[config.mk]
export PLATFORM = sky130hd
export DESIGN_NAME = bcd_serial_adder_flat
export DESIGN_NICKNAME = d
export VERILOG_FILES = /design/src/rtl/bcd_serial_adder_if.sv /design/src/rtl/bcd_serial_adder.sv /design/src/flat_wrapper.sv
export SDC_FILE = /design/constraint.sdc
export NUM_CORES = 1
export LEC_CHECK = 0
export CAP_MARGIN = 20
export CORE_AREA = 2 2 109 111
export DETAILED_ROUTE_END_ITERATION = 16
export DIE_AREA = 0 0 111 113
export GPL_ROUTABILITY_DRIVEN = 0
export PLACE_DENSITY = 0.85
export RECOVER_POWER = 100
export SLEW_MARGIN = 20
export SYNTH_ARGS = -nofsm -noshare
export SYNTH_HDL_FRONTEND = slang
export SYNTH_SLANG_ARGS = --single-unit
export TNS_END_PERCENT = 50
[constraint.sdc]
create_clock -name clk -period 3.6 [get_ports clk]
set_input_delay 0.72 -clock clk [delete_from_list [all_inputs] [get_ports clk]]
set_output_delay 0.72 -clock clk [all_outputs]
set_load 0.02 [all_outputs]
[src/rtl/bcd_serial_adder_if.sv]
// Operand/result bundle between the operand registers and the BCD adder.
//   start, sub, addend, augend, carry_in : request side (driven by master)
//   busy, done, sum, carry_out, invalid,
//   seg                                  : result side (driven by slave)
// Digit i of addend/augend/sum sits at [4i+3:4i]; seg digit i at [7i+6:7i],
// bit order {g,f,e,d,c,b,a}, active high.
interface bcd_serial_adder_if #(
   parameter int DIGITS = 4
);
   logic                  start;
   logic                  sub;
   logic [4*DIGITS-1:0]   addend;
   logic [4*DIGITS-1:0]   augend;
   logic                  carry_in;
   logic                  busy;
   logic                  done;
   logic [4*DIGITS-1:0]   sum;
   logic                  carry_out;
   logic                  invalid;
   logic [7*DIGITS-1:0]   seg;

   modport master (
      output start, sub, addend, augend, carry_in,
      input  busy, done, sum, carry_out, invalid, seg
   );

   modport slave (
      input  start, sub, addend, augend, carry_in,
      output busy, done, sum, carry_out, invalid, seg
   );
endinterface

[src/rtl/bcd_serial_adder.sv]
// Digit-serial BCD add/subtract unit with registered seven-segment outputs.
// One digit per clock, least-significant first. Subtract uses the ten's
// complement (nine's complement of B plus an initial carry of 1).
//   clk   : system clock, rising edge
//   rst_n : asynchronous active-low reset
//   bus   : slave side of bcd_serial_adder_if (operands in, results out)
module bcd_serial_adder #(
   parameter int DIGITS = 4
) (
   input  logic                clk,
   input  logic                rst_n,
   bcd_serial_adder_if.slave   bus
);
   localparam int W = 4 * DIGITS;

   typedef enum logic [1:0] {IDLE, RUN, DONE} state_t;

   state_t state, state_nxt;

   logic [W-1:0]          a_q, b_q, res_q, sum_q;
   logic                  sub_q, carry_q, inv_pend_q;
   logic [3:0]            idx_q;
   logic                  co_q, inv_q, done_q;
   logic [7*DIGITS-1:0]   seg_q;

   function automatic logic [6:0] seg_enc(input logic [3:0] d);
      case (d)
         4'd0:    seg_enc = 7'b0111111;
         4'd1:    seg_enc = 7'b0000110;
         4'd2:    seg_enc = 7'b1011011;
         4'd3:    seg_enc = 7'b1001111;
         4'd4:    seg_enc = 7'b1100110;
         4'd5:    seg_enc = 7'b1101101;
         4'd6:    seg_enc = 7'b1111101;
         4'd7:    seg_enc = 7'b0000111;
         4'd8:    seg_enc = 7'b1111111;
         4'd9:    seg_enc = 7'b1101111;
         default: seg_enc = 7'b0000000;
      endcase
   endfunction

   // Any non-BCD digit in the operands being latched poisons the whole result.
   logic inv_in;
   always_comb begin
      inv_in = 1'b0;
      for (int i = 0; i < DIGITS; i++) begin
         if (bus.addend[4*i +: 4] > 4'd9 || bus.augend[4*i +: 4] > 4'd9)
            inv_in = 1'b1;
      end
   end

   // Single-digit BCD stage for the digit selected by idx_q.
   logic [5:0]   shamt;
   logic [W-1:0] a_sh, b_sh, res_mask, res_ins;
   logic [3:0]   a_dig, b_dig, b_eff, dig_out;
   logic [4:0]   t;
   logic         c_out;
   // NOTE: every signal assigned in always_comb gets a default first, so no
   // path leaves it unassigned and no latch is inferred.
   always_comb begin
      shamt    = {idx_q, 2'b00};
      a_sh     = a_q >> shamt;
      b_sh     = b_q >> shamt;
      a_dig    = a_sh[3:0];
      b_dig    = b_sh[3:0];
      // 4-bit wrap of 9-b is intentional for out-of-range digits.
      b_eff    = sub_q ? (4'd9 - b_dig) : b_dig;
      t        = {1'b0, a_dig} + {1'b0, b_eff} + {4'b0000, carry_q};
      dig_out  = t[3:0];
      c_out    = 1'b0;
      if (t > 5'd9) begin
         dig_out = 4'(t + 5'd6);
         c_out   = 1'b1;
      end
      res_mask = W'(4'hF) << shamt;
      res_ins  = (res_q & ~res_mask) | (W'(dig_out) << shamt);
   end

   always_comb begin
      state_nxt = state;
      case (state)
         IDLE:    if (bus.start) state_nxt = RUN;
         RUN:     if (idx_q == 4'(DIGITS - 1)) state_nxt = DONE;
         DONE:    state_nxt = IDLE;
         default: state_nxt = IDLE;
      endcase
   end

   // NOTE: sequential state uses non-blocking assignments so every register
   // samples pre-edge values regardless of statement order.
   always_ff @(posedge clk or negedge rst_n) begin
      if (!rst_n) state <= IDLE;
      else        state <= state_nxt;
   end

   logic [W-1:0] new_sum;
   assign new_sum = inv_pend_q ? '0 : res_q;

   // NOTE: the operand/result registers are reset as well, so an aborted
   // operation leaves no stale digits behind and outputs read blank.
   always_ff @(posedge clk or negedge rst_n) begin
      if (!rst_n) begin
         a_q        <= '0;
         b_q        <= '0;
         res_q      <= '0;
         sub_q      <= 1'b0;
         carry_q    <= 1'b0;
         inv_pend_q <= 1'b0;
         idx_q      <= '0;
         sum_q      <= '0;
         co_q       <= 1'b0;
         inv_q      <= 1'b0;
         done_q     <= 1'b0;
         seg_q      <= '0;
      end else begin
         done_q <= 1'b0;
         case (state)
            IDLE: begin
               if (bus.start) begin
                  a_q        <= bus.addend;
                  b_q        <= bus.augend;
                  sub_q      <= bus.sub;
                  carry_q    <= bus.sub ? 1'b1 : bus.carry_in;
                  inv_pend_q <= inv_in;
                  idx_q      <= '0;
                  res_q      <= '0;
               end
            end
            RUN: begin
               res_q   <= res_ins;
               carry_q <= c_out;
               idx_q   <= idx_q + 4'd1;
            end
            DONE: begin
               done_q <= 1'b1;
               sum_q  <= new_sum;
               co_q   <= inv_pend_q ? 1'b0 : carry_q;
               inv_q  <= inv_pend_q;
               for (int i = 0; i < DIGITS; i++)
                  seg_q[7*i +: 7] <= seg_enc(new_sum[4*i +: 4]);
            end
            default: ;
         endcase
      end
   end

   assign bus.busy      = (state == RUN);
   assign bus.done      = done_q;
   assign bus.sum       = sum_q;
   assign bus.carry_out = co_q;
   assign bus.invalid   = inv_q;
   assign bus.seg       = seg_q;
endmodule

[src/flat_wrapper.sv]
// flat-port wrapper written by rule: the top's interface ports become plain ports
module bcd_serial_adder_flat 
#(
   parameter int DIGITS = 4
)
  (clk, rst_n, bus_start, bus_sub, bus_addend, bus_augend, bus_carry_in, bus_busy, bus_done, bus_sum, bus_carry_out, bus_invalid, bus_seg);
  bcd_serial_adder_if #(.DIGITS(DIGITS)) bus_i ();
  input  logic clk;
  input  logic rst_n;
  input wire logic [$bits(bus_i.start)-1:0] bus_start;
  input wire logic [$bits(bus_i.sub)-1:0] bus_sub;
  input wire logic [$bits(bus_i.addend)-1:0] bus_addend;
  input wire logic [$bits(bus_i.augend)-1:0] bus_augend;
  input wire logic [$bits(bus_i.carry_in)-1:0] bus_carry_in;
  output wire logic [$bits(bus_i.busy)-1:0] bus_busy;
  output wire logic [$bits(bus_i.done)-1:0] bus_done;
  output wire logic [$bits(bus_i.sum)-1:0] bus_sum;
  output wire logic [$bits(bus_i.carry_out)-1:0] bus_carry_out;
  output wire logic [$bits(bus_i.invalid)-1:0] bus_invalid;
  output wire logic [$bits(bus_i.seg)-1:0] bus_seg;
  assign bus_i.start = bus_start;
  assign bus_i.sub = bus_sub;
  assign bus_i.addend = bus_addend;
  assign bus_i.augend = bus_augend;
  assign bus_i.carry_in = bus_carry_in;
  assign bus_busy = bus_i.busy;
  assign bus_done = bus_i.done;
  assign bus_sum = bus_i.sum;
  assign bus_carry_out = bus_i.carry_out;
  assign bus_invalid = bus_i.invalid;
  assign bus_seg = bus_i.seg;
  bcd_serial_adder #(.DIGITS(DIGITS)) u_core (.clk(clk), .rst_n(rst_n), .bus(bus_i));
endmodule
==> impl_metrics.csv <==
group,metric,value,unit
routing,drtIter0Drc,244,
global_routing,grt_pass1_wl,21100,um
cells_and_area,antennaDiodeCount,0,
clock_network,numCtsBuffers,9,
clock_network,cts_max_path_buffers,2,
global_routing,track_usage,20.2,%
job,cap_violations,2,
clock_network,clock_sinks,104,
routing,wl,12400,um
placed_design,dpl_cell_area,6440,um^2
clock_network,htree_levels,3,
hold_path,hp-start,"u_core.bus.carry_out",
hold_path,hold_path_class,"flip-flop to flip-flop",
global_routing,grt_antenna_before_repair,0,
setup_path,startpoint_type,"flip-flop",
routing,routedWlPerCell,14.9,um
clock_network,clkTransAtPathRegs,0.07,ns
timing,worst_pin_slew,2.20,ns
floorplan,io_pins,85,
cells_and_area,fin_util,60.0,%
timing,fin_crit,3.44,ns
setup_path,path_max_fanout,5,
routing,first_pass_iters,4,
setup_path,crit_required,3.81,ns
placed_design,portBuffers,84,
logic_synthesis,postSynthAreaPerCell,9.13,um^2
power_and_ir_drop,peakVddDrop,0.790,mV
timing,fmax,0.291,GHz
global_routing,grt_pass1_vias,4575,
power_and_ir_drop,powerDensity,1150,nW/um^2
setup_path,r2r_end,"u_core.res_q[2]",
floorplan,rows,39,
setup_path,r2r_start,"u_core.idx_q[0]",
logic_synthesis,synth_cells,599,
timing,finalHoldViolations,0,
setup_path,arrival,3.65,ns
floorplan,die-width,111,um
logic_synthesis,yosys-top-cells-count,"nand2_1 (166), dfrtp_1 (104), o21ai_0 (50), nor2_1 (35), ha_1 (30)",
logic_synthesis,synth_top_cell_area_share,47.6,%
setup_path,end_kind,"flip-flop",
clock_network,clk_latency,0.34,ns
logic_synthesis,synth_top_cell_by_area,"dfrtp_1",
logic_synthesis,ys_top_cells_by_area,"dfrtp_1 (48%), nand2_1 (11%), ha_1 (6.9%), o21ai_0 (4.6%), mux4_2 (2.9%)",
floorplan,initial_utilization,48.5,%
logic_synthesis,yosysWarnings,0,
placed_design,dp_slack,-0.234,ns
global_routing,grt_start_max_net_pins,93,
logic_synthesis,ys.flop_type,"dfrtp_1",
floorplan,die-area,12500,um^2
cells_and_area,drive_above_1_share,7.46,%
run_status,run_status,"complete, but fails checks",
setup_path,critPathKind,"flip-flop to flip-flop",
power_and_ir_drop,p_leak,3.11,nW
timing,clock-skew-final,0.0119,ns
floorplan,die-height,113,um
timing,setup_slack,0.160,ns
cells_and_area,multi_input_area,2680,um^2
cells_and_area,seqCellArea,2610,um^2
routing,postRouteAntennaNets,0,
hold_path,hold_depth,2,
logic_synthesis,ys_types,55,
setup_path,reg2regPathDepth,12,
cells_and_area,fin_area,6770,um^2
clock_network,hold_buffers,0,
routing,vias,4531,
routing,drc,0,
timing,fin_crit_sh,95.6,%
timing,relSlewSlack,-46.5,%
clock_network,cts_tree,"done",
floorplan,core,11300,um^2
cells_and_area,fillers,945,
logic_synthesis,ys_seq_elements,104,
placed_design,dp_hpwl,8950,um
logic_synthesis,netlist_area,5470,um^2
logic_synthesis,synthArstFlopShare,100,%
cells_and_area,syn2layout_area_growth,23.7,%
logic_synthesis,synthMostInstantiatedCell,"nand2_1",
cells_and_area,finalNetCount,748,
logic_synthesis,synth_edf_count,0,
hold_path,hold_end,"u_core.bus.carry_out",
timing,setup_viol,0,
timing,maxSlewViolCount,149,
logic_synthesis,syn_nets,668,
logic_synthesis,ys_seq_area_share,47.6,%
setup_path,reg2reg_slack,0.16,ns
timing,rsz0062_at_grt,"no",
global_routing,overflow,0,
power_and_ir_drop,power,7.80,mW
routing,vias_per_cell,5.48,
timing,fin_setup_tns,0,ns
clock_network,cts-root-buf,"clkbuf_16",
run_status,violations,"capacitance limit, slew limit",
[timing repair]
item / CTS / global route
endpoints found under the hold margin: 0 / 0
pin swaps: 2 / 2
resized for setup: 6 / 6
endpoints found under the setup margin: 9 / 8
buffers inserted: 1 / 1
[cell families after synthesis]
group	after synthesis	synth area share, %
and+or+nand+nor	264	21.0
AOI/OAI and AO/OA	135	15.5
DFF	104	47.6
buffers and inverters	49	3.96
adders and majority gates	32	7.60
muxes	10	3.52
xor gates and xnor gates	5	0.801
[layer usage]
layer | GRT usage (%) | part of all wire [%]
met1 | 25.6 | 43
met2 | 35.4 | 50
met5 | 0 | 0
met4 | 6.42 | 2.2
met3 | 3.96 | 5.2
[worst max-delay path by stage]
stage                               start          endpoint  slack, ns  depth (start not counted)
after floorplan           u_core.idx_q[0]   u_core.res_q[6]       0.05                         13
after global placement    u_core.idx_q[0]   u_core.res_q[2]       0.04                         12
after detailed placement  u_core.idx_q[0]  u_core.res_q[10]      -0.23                         12
after CTS                 u_core.idx_q[0]  u_core.res_q[10]       0.05                         14
after global routing      u_core.idx_q[0]  u_core.res_q[10]      0.005                         12
final                     u_core.idx_q[0]   u_core.res_q[2]       0.16                         12
[flip-flops by register name (all words and copies together) (netlist names), 2 cells and up]
signal / cells
u_core.bus.seg: 28
u_core.a_q: 16
u_core.b_q: 16
u_core.bus.sum: 16
u_core.res_q: 16
u_core.idx_q: 4
u_core.state: 2
[layout by cell type (no fill, tap or decap), types with 5 or more instances in the layout]
cell	netlist	routed
nand2_1	166	166
dfrtp_1	104	102
o21ai_0	50	51
dlygate4sd3_1	0	49
nor2_1	35	35
clkdlybuf4s50_1	0	34
ha_1	30	30
a21oi_1	27	27
inv_1	19	20
nand2b_1	15	15
o22a_1	14	14
nand3_1	12	12
clkbuf_16	0	9
a211oi_1	8	8
mux4_2	7	7
nor3_1	7	7
buf_4	5	7
nor2b_1	7	6
o31ai_1	5	5
clkbuf_1	15	5
[cell type report]
cell class / count / area share (%)
well taps: 143 / 2.64
repair buffers: 98 / 13.6
clock inverters: 6 / 0.962
clock buffers: 10 / 3.53
inverters: 20 / 1.11
multi-input cells: 446 / 39.6
flip-flops and latches: 104 / 38.5
[metrics by stage]
stage / cells / hold WS (ns)
after detailed placement: 809 / 0.464
final: 827 / 0.466
after floorplan: 599 / 0.424
after global placement: 809 / 0.455
after global routing: 827 / 0.493
after CTS: 826 / 0.480
[worst max-delay path: stages (launching register included)]
cell,delay [ns]
dfrtp_2,0.44
mux4_2,0.51
nand2_1,0.09
xnor2_1,0.11
fa_2,0.42
fa_2,0.41
xnor2_2,0.18
ha_1,0.25
nor2b_4,0.16
o311ai_2,0.22
o21ai_1,0.12
a32oi_2,0.26
o21ai_0,0.14
[where the power goes]
part	internal [mW]	switching, mW
Combinational	2.03	2.79
Clock	0.561	0.437
Sequential	1.65	0.328
Total	4.24	3.56
Note: power is estimated with default switching activity, not from simulation.
